File: src/rtl/axi4_lite_req_arbiter_pkg.sv
// Shared AXI4-Lite definitions: bus widths, the request arbiter's state type
// and its default response timeout.
package axi4_lite_Defs;

    localparam int Addr_Width  = 32;
    localparam int Data_Width  = 32;
    localparam int ARB_TIMEOUT = 256;

    typedef enum logic [1:0] {
        IDLE  = 2'd0,
        ISSUE = 2'd1,
        WAIT  = 2'd2,
        DONE  = 2'd3
    } arb_state_t;

endpackage

File: src/rtl/axi4_lite_req_arbiter_if.sv
// Command/response signals between the request arbiter and the AXI4-Lite master.
interface axi4_lite_req_arbiter_if
    import axi4_lite_Defs::*;
#(
    parameter int ADDR_WIDTH = Addr_Width,
    parameter int DATA_WIDTH = Data_Width
);
    logic                  rd_en;
    logic                  wr_en;
    logic [ADDR_WIDTH-1:0] Read_Address;
    logic [ADDR_WIDTH-1:0] Write_Address;
    logic [DATA_WIDTH-1:0] Write_Data;

    // R/B beats transfer on a cycle where valid and ready are both high; the
    // arbiter only watches these, it never drives valid or ready itself.
    logic                  bus_rvalid;
    logic                  bus_rready;
    logic [DATA_WIDTH-1:0] bus_rdata;
    logic                  bus_bvalid;
    logic                  bus_bready;

    modport master (
        output rd_en, wr_en, Read_Address, Write_Address, Write_Data,
        input  bus_rvalid, bus_rready, bus_rdata, bus_bvalid, bus_bready
    );

    modport slave (
        input  rd_en, wr_en, Read_Address, Write_Address, Write_Data,
        output bus_rvalid, bus_rready, bus_rdata, bus_bvalid, bus_bready
    );

endinterface

File: src/rtl/axi4_lite_req_arbiter_rr_pick.sv
// Combinational round-robin selector: first set request searching upward
// from ptr+1 with wrap-around.
module rr_pick #(
    parameter int N     = 4,
    parameter int IDX_W = (N > 1) ? $clog2(N) : 1
) (
    input  logic [N-1:0]     req,
    input  logic [IDX_W-1:0] ptr,
    output logic [IDX_W-1:0] idx,
    output logic             valid
);

    logic [IDX_W-1:0] cand;

    // Scan farthest-to-nearest so the nearest candidate after ptr overwrites last.
    always_comb begin
        idx   = '0;
        valid = 1'b0;
        cand  = '0;
        for (int k = N; k >= 1; k--) begin
            cand = IDX_W'((int'(ptr) + k) % N);
            if (req[cand]) begin
                idx   = cand;
                valid = 1'b1;
            end
        end
    end

endmodule

File: src/rtl/axi4_lite_req_arbiter.sv
// Round-robin arbiter sharing one AXI4-Lite master between NUM_REQ requesters:
// latch a request, pulse rd_en/wr_en, watch R/B, return done/err/rdata.
module axi4_lite_req_arbiter
    import axi4_lite_Defs::*;
#(
    parameter int NUM_REQ    = 4,
    parameter int ADDR_WIDTH = Addr_Width,
    parameter int DATA_WIDTH = Data_Width,
    parameter int TIMEOUT    = ARB_TIMEOUT
) (
    input  logic                          ACLK,
    input  logic                          ARESET,
    input  logic [NUM_REQ-1:0]            req,
    input  logic [NUM_REQ-1:0]            req_we,
    input  logic [NUM_REQ*ADDR_WIDTH-1:0] req_addr,
    input  logic [NUM_REQ*DATA_WIDTH-1:0] req_wdata,
    output logic [NUM_REQ-1:0]            gnt,
    output logic [NUM_REQ-1:0]            done,
    output logic                          err,
    output logic [DATA_WIDTH-1:0]         rsp_rdata,
    output logic                          busy,
    output arb_state_t                    dbg_state,
    axi4_lite_req_arbiter_if.master       bus
);

    localparam int IDX_W = $clog2(NUM_REQ);
    localparam int CNT_W = $clog2(TIMEOUT);

    arb_state_t            state_q, state_d;
    logic [IDX_W-1:0]      ptr_q, ptr_d;
    logic [IDX_W-1:0]      idx_q, idx_d;
    logic                  we_q, we_d;
    logic [ADDR_WIDTH-1:0] addr_q, addr_d;
    logic [DATA_WIDTH-1:0] wdata_q, wdata_d;
    logic [CNT_W-1:0]      cnt_q, cnt_d;
    logic [NUM_REQ-1:0]    gnt_q, gnt_d;
    logic [NUM_REQ-1:0]    done_q, done_d;
    logic                  err_q, err_d;
    logic [DATA_WIDTH-1:0] rsp_rdata_q, rsp_rdata_d;
    logic                  rd_en_q, rd_en_d;
    logic                  wr_en_q, wr_en_d;
    logic                  busy_q, busy_d;

    logic [IDX_W-1:0]      pick_idx;
    logic                  pick_valid;
    logic                  rd_hs;
    logic                  wr_hs;
    logic [ADDR_WIDTH-1:0] addr_arr  [NUM_REQ];
    logic [DATA_WIDTH-1:0] wdata_arr [NUM_REQ];

    for (genvar g = 0; g < NUM_REQ; g++) begin : g_unpack
        assign addr_arr[g]  = req_addr[g*ADDR_WIDTH +: ADDR_WIDTH];
        assign wdata_arr[g] = req_wdata[g*DATA_WIDTH +: DATA_WIDTH];
    end

    rr_pick #(
        .N     (NUM_REQ),
        .IDX_W (IDX_W)
    ) u_pick (
        .req   (req),
        .ptr   (ptr_q),
        .idx   (pick_idx),
        .valid (pick_valid)
    );

    assign rd_hs = bus.bus_rvalid & bus.bus_rready;
    assign wr_hs = bus.bus_bvalid & bus.bus_bready;

    always_comb begin
        state_d     = state_q;
        ptr_d       = ptr_q;
        idx_d       = idx_q;
        we_d        = we_q;
        addr_d      = addr_q;
        wdata_d     = wdata_q;
        cnt_d       = cnt_q;
        gnt_d       = gnt_q;
        done_d      = '0;
        err_d       = 1'b0;
        rsp_rdata_d = '0;
        rd_en_d     = 1'b0;
        wr_en_d     = 1'b0;

        // Command strobes and grant are set on the transition into ISSUE so
        // they are visible, registered, during the ISSUE cycle itself.
        case (state_q)
            IDLE: begin
                if (pick_valid) begin
                    state_d = ISSUE;
                    idx_d   = pick_idx;
                    we_d    = req_we[pick_idx];
                    addr_d  = addr_arr[pick_idx];
                    wdata_d = wdata_arr[pick_idx];
                    gnt_d   = NUM_REQ'(1) << pick_idx;
                    wr_en_d = req_we[pick_idx];
                    rd_en_d = ~req_we[pick_idx];
                end
            end
            ISSUE: begin
                state_d = WAIT;
                cnt_d   = '0;
            end
            WAIT: begin
                // A matching handshake beats a timeout landing on the same cycle.
                if (we_q ? wr_hs : rd_hs) begin
                    state_d     = DONE;
                    done_d      = gnt_q;
                    rsp_rdata_d = we_q ? '0 : bus.bus_rdata;
                end else if (cnt_q == CNT_W'(TIMEOUT - 1)) begin
                    state_d = DONE;
                    done_d  = gnt_q;
                    err_d   = 1'b1;
                end else begin
                    cnt_d = cnt_q + 1'b1;
                end
            end
            DONE: begin
                state_d = IDLE;
                ptr_d   = idx_q;
                gnt_d   = '0;
            end
            default: state_d = IDLE;
        endcase

        busy_d = (state_d != IDLE);
    end

    always_ff @(posedge ACLK) begin
        if (ARESET) begin
            state_q     <= IDLE;
            ptr_q       <= IDX_W'(NUM_REQ - 1);
            idx_q       <= '0;
            we_q        <= 1'b0;
            addr_q      <= '0;
            wdata_q     <= '0;
            cnt_q       <= '0;
            gnt_q       <= '0;
            done_q      <= '0;
            err_q       <= 1'b0;
            rsp_rdata_q <= '0;
            rd_en_q     <= 1'b0;
            wr_en_q     <= 1'b0;
            busy_q      <= 1'b0;
        end else begin
            state_q     <= state_d;
            ptr_q       <= ptr_d;
            idx_q       <= idx_d;
            we_q        <= we_d;
            addr_q      <= addr_d;
            wdata_q     <= wdata_d;
            cnt_q       <= cnt_d;
            gnt_q       <= gnt_d;
            done_q      <= done_d;
            err_q       <= err_d;
            rsp_rdata_q <= rsp_rdata_d;
            rd_en_q     <= rd_en_d;
            wr_en_q     <= wr_en_d;
            busy_q      <= busy_d;
        end
    end

    assign gnt               = gnt_q;
    assign done              = done_q;
    assign err               = err_q;
    assign rsp_rdata         = rsp_rdata_q;
    assign busy              = busy_q;
    assign dbg_state         = state_q;
    assign bus.rd_en         = rd_en_q;
    assign bus.wr_en         = wr_en_q;
    assign bus.Read_Address  = addr_q;
    assign bus.Write_Address = addr_q;
    assign bus.Write_Data    = wdata_q;

endmodule

File: src/flat_wrapper.sv
// flat-port wrapper written by rule: the top's interface ports become plain ports
module axi4_lite_req_arbiter_flat import axi4_lite_Defs::*;
#(
    parameter int NUM_REQ    = 4,
    parameter int ADDR_WIDTH = Addr_Width,
    parameter int DATA_WIDTH = Data_Width,
    parameter int TIMEOUT    = ARB_TIMEOUT
)
  (ACLK, ARESET, req, req_we, req_addr, req_wdata, gnt, done, err, rsp_rdata, busy, dbg_state, bus_rd_en, bus_wr_en, bus_Read_Address, bus_Write_Address, bus_Write_Data, bus_bus_rvalid, bus_bus_rready, bus_bus_rdata, bus_bus_bvalid, bus_bus_bready);
  axi4_lite_req_arbiter_if #(.ADDR_WIDTH(ADDR_WIDTH), .DATA_WIDTH(DATA_WIDTH)) bus_i ();
  input  logic ACLK;
  input  logic ARESET;
  input  logic [NUM_REQ-1:0] req;
  input  logic [NUM_REQ-1:0] req_we;
  input  logic [NUM_REQ*ADDR_WIDTH-1:0] req_addr;
  input  logic [NUM_REQ*DATA_WIDTH-1:0] req_wdata;
  output logic [NUM_REQ-1:0] gnt;
  output logic [NUM_REQ-1:0] done;
  output logic err;
  output logic [DATA_WIDTH-1:0] rsp_rdata;
  output logic busy;
  output arb_state_t dbg_state;
  output wire logic [$bits(bus_i.rd_en)-1:0] bus_rd_en;
  output wire logic [$bits(bus_i.wr_en)-1:0] bus_wr_en;
  output wire logic [$bits(bus_i.Read_Address)-1:0] bus_Read_Address;
  output wire logic [$bits(bus_i.Write_Address)-1:0] bus_Write_Address;
  output wire logic [$bits(bus_i.Write_Data)-1:0] bus_Write_Data;
  input wire logic [$bits(bus_i.bus_rvalid)-1:0] bus_bus_rvalid;
  input wire logic [$bits(bus_i.bus_rready)-1:0] bus_bus_rready;
  input wire logic [$bits(bus_i.bus_rdata)-1:0] bus_bus_rdata;
  input wire logic [$bits(bus_i.bus_bvalid)-1:0] bus_bus_bvalid;
  input wire logic [$bits(bus_i.bus_bready)-1:0] bus_bus_bready;
  assign bus_rd_en = bus_i.rd_en;
  assign bus_wr_en = bus_i.wr_en;
  assign bus_Read_Address = bus_i.Read_Address;
  assign bus_Write_Address = bus_i.Write_Address;
  assign bus_Write_Data = bus_i.Write_Data;
  assign bus_i.bus_rvalid = bus_bus_rvalid;
  assign bus_i.bus_rready = bus_bus_rready;
  assign bus_i.bus_rdata = bus_bus_rdata;
  assign bus_i.bus_bvalid = bus_bus_bvalid;
  assign bus_i.bus_bready = bus_bus_bready;
  axi4_lite_req_arbiter #(.NUM_REQ(NUM_REQ), .ADDR_WIDTH(ADDR_WIDTH), .DATA_WIDTH(DATA_WIDTH), .TIMEOUT(TIMEOUT)) u_core (.ACLK(ACLK), .ARESET(ARESET), .req(req), .req_we(req_we), .req_addr(req_addr), .req_wdata(req_wdata), .gnt(gnt), .done(done), .err(err), .rsp_rdata(rsp_rdata), .busy(busy), .dbg_state(dbg_state), .bus(bus_i));
endmodule
File: config.mk
export PLATFORM = sky130hd
export DESIGN_NAME = axi4_lite_req_arbiter_flat
export DESIGN_NICKNAME = d
export VERILOG_FILES = /design/src/rtl/axi4_lite_req_arbiter_pkg.sv /design/src/rtl/axi4_lite_req_arbiter_if.sv /design/src/rtl/axi4_lite_req_arbiter_rr_pick.sv /design/src/rtl/axi4_lite_req_arbiter.sv /design/src/flat_wrapper.sv
export SDC_FILE = /design/constraint.sdc
export NUM_CORES = 1
export LEC_CHECK = 0
export BUFFER_PORTS_ARGS = -buffer_cell sky130_fd_sc_hd__buf_2
export CAP_MARGIN = 20
export CORE_AREA = 4 4 168 170
export DETAILED_ROUTE_END_ITERATION = 8
export DIE_AREA = 0 0 172 174
export GPL_TIMING_DRIVEN = 0
export HOLD_SLACK_MARGIN = 0.12
export PLACE_DENSITY = 0.59
export REMOVE_ABC_BUFFERS = 1
export SYNTH_ARGS = -nofsm -noshare
export SYNTH_HDL_FRONTEND = slang
export SYNTH_SLANG_ARGS = --single-unit
File: constraint.sdc
create_clock -name ACLK -period 2.1 [get_ports ACLK]
set_clock_uncertainty 0.2 [all_clocks]
set_input_delay 0.42 -clock ACLK [delete_from_list [all_inputs] [get_ports ACLK]]
set_output_delay 0.42 -clock ACLK [all_outputs]
set_load 0.05 [all_outputs]
# Word-level counts from Yosys, hierarchy flattened
# Cells that the tools add are included.
# word_totals
output_inout_bits	142
word_cells	89
reg_bits	123
in_bits	302
# op_classes
bitwise	8
magnitude_cmp	6
n_reduce_logical	11
shifts	1
n_addsub	5
muxes	37
n_eq_ne	7
# op_table
operator	count
$bmux W32 S2	2
$mux W32	4
$mux W8	2
$pmux W8 S2	1
$lt A2 B3 Y1 const B	5
$mux W2	7
$mux W4	3
$mux W1	11
$bmux W1 S2	5
$add A8 B1 Y8 const B	1
$eq A8 B8 Y1 const B	1
$pmux W2 S4	1
$pmux W4 S2	1
$reduce_bool A2 Y1	3
$reduce_or A3 Y1	2
$not A1 Y1	5
$add A2 B1 Y2 const B	2
$add A2 B2 Y2 const B	2
$eq A2 B2 Y1 const B	2
$ne A2 B2 Y1 const B	2
$reduce_and A2 Y1	2
$reduce_or A4 Y1	1
$shl A1 B2 Y4 const A	1
$ge A3 B3 Y1 const B	1
other kinds (7)	8

# Depth between registers and ports, before layout
# logic_depth
depth_word	11
ltp_mapped	8
ltp_nobuf	7

# By module
# Synthesis repeated with hierarchy kept, for this count alone.
# hier_totals
cells_unflattened	603
hier_area_um2	6129.6
# by_module_without_submodules
module	cells_each	instances	area_per_inst_um2	seq_area_each_um2
axi4_lite_req_arbiter	589	1	6038.3	2462.4
rr_pick	14	1	91.3	0.0

# Least setup slack after synthesis
# Ideal clock, no wire load.
# synth_path
path_kind	register to register
startpoint	register u_core.state_q[0] (netlist: u_core.dbg_state[0])
endpoint	register u_core.addr_q[23] (netlist: u_core.bus.Read_Address[23])
t_required_ns	1.797
setup_time_ns	0.103
stages_incl_launch_ff	9
arrival_time_ns	2.078
path_buffers	3
path_slack_ns	-0.281
period_less_slack_ns	2.381
path_cell_list	dfxtp_1 inv_1 ha_1 and2_1 buf_6 clkbuf_1 clkbuf_1 nor2_1 a2111oi_2
# synth_between
elab_chain_len	2
# synth_rtl
item	line_no	rtl
start, declared	axi4_lite_req_arbiter.sv:29	arb_state_t state_q, state_d;
start signal, assigned	axi4_lite_req_arbiter.sv:145	state_q <= state_d;
$logic_not A2 Y1	axi4_lite_req_arbiter.sv:86	case (state_q)
$reduce_and A2 Y1 (no source line)	n/a	
end signal, assigned	axi4_lite_req_arbiter.sv:149	addr_q <= addr_d;
end, declared	axi4_lite_req_arbiter.sv:33	logic [ADDR_WIDTH-1:0] addr_q, addr_d;
# Every way passes these cells.
# A chain may end at the register's enable or synchronous reset.

# Final worst setup path
# layout_path
startpoint	register u_core.ptr_q[0]
endpoint	register u_core.wdata_q[11] (netlist: u_core.bus.Write_Data[11])
# layout_between
elab_chain_len	11
word_cells_on_any_way	25
cone_classes	add/sub (4); mux (19); bitwise (1); reduce/logical (1)
# layout_rtl
item	line_no	rtl
start, declared	axi4_lite_req_arbiter.sv:30	logic [IDX_W-1:0] ptr_q, ptr_d;
start signal, assigned	axi4_lite_req_arbiter.sv:131	ptr_q <= IDX_W'(NUM_REQ - 1);
start signal, assigned	axi4_lite_req_arbiter.sv:146	ptr_q <= ptr_d;
$add A2 B1 Y2	axi4_lite_req_arbiter_rr_pick.sv:21	cand = IDX_W'((int'(ptr) + k) % N);
$bmux W1 S2	axi4_lite_req_arbiter_rr_pick.sv:22	if (req[cand]) begin
$mux W1 (not written as such)	axi4_lite_req_arbiter_rr_pick.sv:22	
$mux W2 (4 in series)	axi4_lite_req_arbiter_rr_pick.sv:22	
$not A2 Y3 (not written as such)	axi4_lite_req_arbiter.sv:93	wdata_d = wdata_arr[pick_idx];
$bmux W32 S2	axi4_lite_req_arbiter.sv:93	
$mux W32 (not written as such) (2 in series)	axi4_lite_req_arbiter.sv:93	
end signal, assigned	axi4_lite_req_arbiter.sv:150	wdata_q <= wdata_d;
end, declared	axi4_lite_req_arbiter.sv:34	logic [DATA_WIDTH-1:0] wdata_q, wdata_d;
# Several ways; a longest one is shown, not always the timed one. The select of a mux whose other input is x is not followed.

==> flow_metrics.py <==
metrics = {
    "yosys": {
        "seq_area_frac_synth_pct": 35.98,
        "synth_top_cell_area_share_pct": 35.98,
        "ys_seq_elements": 123,
        "synth_simple_gate_area_share_pct": 12.14,
        "synth_xor_area_share_pct": 0,
        "synth_warnings": 0,
        "synth_common_cells": "dfxtp_1, nor2_1, o31a_1",
        "ys.flop_type": "dfxtp_1",
        "netlist_area_um2": 6843,
        "syn_area_per_cell_um2": 9.665,
        "async_flop_share_pct": 0,
        "synthTopCellsByArea": "dfxtp_1, mux2i_1, a2111oi_2, o31a_1, a211oi_1",
        "synth-edff-count": 0,
        "synth_top_family_by_area": "compound AO/OA/AOI/OAI gates",
        "synthMuxAreaShare_pct": 9.654,
        "yosys.area_share.adder_pct": 0.9142,
        "synth_cells": 708,
        "synth_cell_types": 49,
        "yosys.area.top_type": "dfxtp_1",
        "synth-compound-area-share_pct": 32.13,
        "yosysMostFrequentCell": "dfxtp_1",
    },
    "status": {
        "status": "finished with violations",
        "violations": "setup timing",
    },
    "detailed_routing": {
        "wirelength_um": 40730,
        "drt_iter0_drc": 595,
        "top_layer_used": "met5",
        "wl_met1_um": 16600,
        "firstDrtPassIters": 5,
        "drc": 0,
        "viasPerCell": 5.422,
        "ant_nets": 0,
        "dr_total_vias": 8388,
        "met3WireLength_um": 2948,
        "route.met2.wl_um": 19880,
        "routedWlPerCell_um": 26.33,
    },
    "placement": {
        "io_buffer_count": 443,
        "pre_cts_slack_ps": -1308,
        "postPlaceCellArea_um2": 9206,
        "globalplace.congestion": 0.8765,
        "hpwl_um": 20520,
    },
    "timing": {
        "period_minus_slack_ps": 2322,
        "max_freq_mhz": 430.6,
        "final_max_slew_viol_count": 0,
        "rsz0062_at_grt": "yes",
        "tightest_slew_ps": 852.3,
        "hold_violations": 0,
        "fin_ws_ps": -222.4,
        "finalCritPeriodShare_pct": 110.6,
        "relSlewSlack_pct": 43.18,
        "setup_viol_count_final": 63,
        "fin_tns_setup_ps": -6926,
    },
    "global_route": {
        "grt_max_degree": 45,
        "grt_pass1_vias": 8432,
        "gr-total-overflow": 0,
        "grt_pass1_wl_um": 55050,
        "track_usage_pct": 24.83,
        "antenna_found_initial": 4,
    },
    "flow_run": {
        "cap_violations": 0,
    },
    "clocking": {
        "htreeDepth": 4,
        "clk-insertion-delay-late_ps": 420,
        "path_clk_slew_ps": 70,
        "cts_tree": "built",
        "cts_made_buffers": 17,
        "clock_path_buffers": 2,
        "ctsRootBufferMaster": "clkbuf_16",
        "cts.sinks": 123,
    },
    "pwr": {
        "peakVddDrop_uv": 508.6,
        "power_mw": 13.18,
        "p_per_area_nw_per_um2": 1097,
        "p_leak_nw": 5.434,
    },
    "floorplanning": {
        "rows": 60,
        "die-area_um2": 29930,
        "start_util_pct": 25.60,
        "die_h_um": 174,
        "ios": 444,
        "core_um2": 26730,
        "die_x_um": 172,
    },
    "layout": {
        "final_nets": 1497,
        "syn2layout_area_growth_pct": 75.59,
        "stdcell_area_um2": 12020,
        "drive_gt1_share_pct": 58.94,
        "fin_util_pct": 44.96,
    },
    "worst_setup_path": {
        "r2r_cells": 10,
        "critPathKind": "flip-flop to flip-flop",
        "worstPathMaxFanout": 5,
        "endpoint_kind": "flip-flop",
        "crit_required_ps": 2210,
        "arrival_ps": 2440,
        "critPathLaunchType": "flip-flop",
    },
    "min_path": {
        "whs_path_depth": 3,
        "hold_class": "primary input to flip-flop",
    },
}
[critical path: stages (launching register included)]
cell and delay (ps):
dfxtp_4 360, nand2b_4 150, a21oi_4 240, buf_12 150, nor3_4 40, buf_12 130
buf_12 130, buf_16 150, buf_16 140, mux2i_1 150, a2111oi_2 370
[path summary, 6_finish.rpt]
kind	slack [ps]	start	endpoint
worst max-delay path	-220	u_core.ptr_q[0]	u_core.bus.Write_Data[11]
worst min-delay path	140	req_addr[123]	u_core.bus.Read_Address[27]
worst max register to register	-220	u_core.ptr_q[0]	u_core.bus.Write_Data[11]
worst min register to register	290	u_core.idx_q[0]	u_core.ptr_q[0]
[where the power goes]
group | switching [mW] | internal (mW)
Combinational | 4.73 | 2.30
Clock | 1.30 | 1.81
Sequential | 0.293 | 2.74
Total | 6.33 | 6.86
[cell usage in the layout (no fill, tap or decap), types with 7 or more instances in the layout]
master         count
buf_2            442
dfxtp_1          120
nor2_1            71
o31a_1            67
a2111oi_2         47
mux2i_1           42
and3_1            38
a211oi_1          35
dlygate4sd3_1     32
a211oi_2          28
buf_4             27
clkbuf_16         20
buf_12            17
nand2_1           15
mux2i_2           14
buf_16            14
mux2i_4           10
a2111oi_4         10
a21oi_1            9
nand2_8            8
nand3_1            8
buf_6              8
o21a_4             7
a2111oi_1          7
[repair_timing]
action                     CTS  global route
hold buffers                32             0
setup buffers               39             9
setup endpoints to repair   85            94
cloned                      28             6
hold endpoints to repair    32             0
resized for setup          108            80
pin swaps                   66            44
[routing by layer]
metal / track usage [%] / vias to the layer above
li1: - / 3740
met4: 8.025 / 2
met2: 41.86 / 461
met5: 0 / -
met1: 32.19 / 4107
met3: 4.071 / 78
[final cells by class]
| cell class | instances | area, um^2 |
|---|---|---|
| well taps | 341 | 426.7 |
| fillers | 2519 | 14710 |
| flip-flops and latches | 123 | 2471 |
| clock buffers | 18 | 439.2 |
| inverters | 8 | 30.03 |
| clock inverters | 14 | 160.2 |
| multi-input cells | 491 | 4740 |
| diodes | 3 | 7.507 |
| repair buffers | 549 | 3741 |
[flip-flops by register name, summed over array words and instances, names as in the netlist]
register / cells
u_core.bus.Read_Address: 32
u_core.bus.Write_Data: 32
u_core.rsp_rdata: 32
u_core.cnt_q: 8
u_core.done: 4
u_core.gnt: 4
u_core.dbg_state: 2
u_core.idx_q: 2
u_core.ptr_q: 2
u_core.bus.rd_en: 1
u_core.bus.wr_en: 1
u_core.busy: 1
u_core.err: 1
u_core.we_q: 1
[metrics by stage]
stage               cells  hold slack [ps]
CTS                  1531            124.4
global route         1546            144.5
floorplan             603            240.5
finish               1547            137.0
detailed placement   1400            265.8
global placement     1387            251.2
[cell families (layout without fill, tap and decap cells)]
family	count (synthesis)	count (layout)
mux	66	66
other cells	0	3
simple gates	165	177
compound gates	236	243
fa+ha+maj	5	5
flops	123	123
buf+inv	113	589
Note: power is estimated with default switching activity, not from simulation.
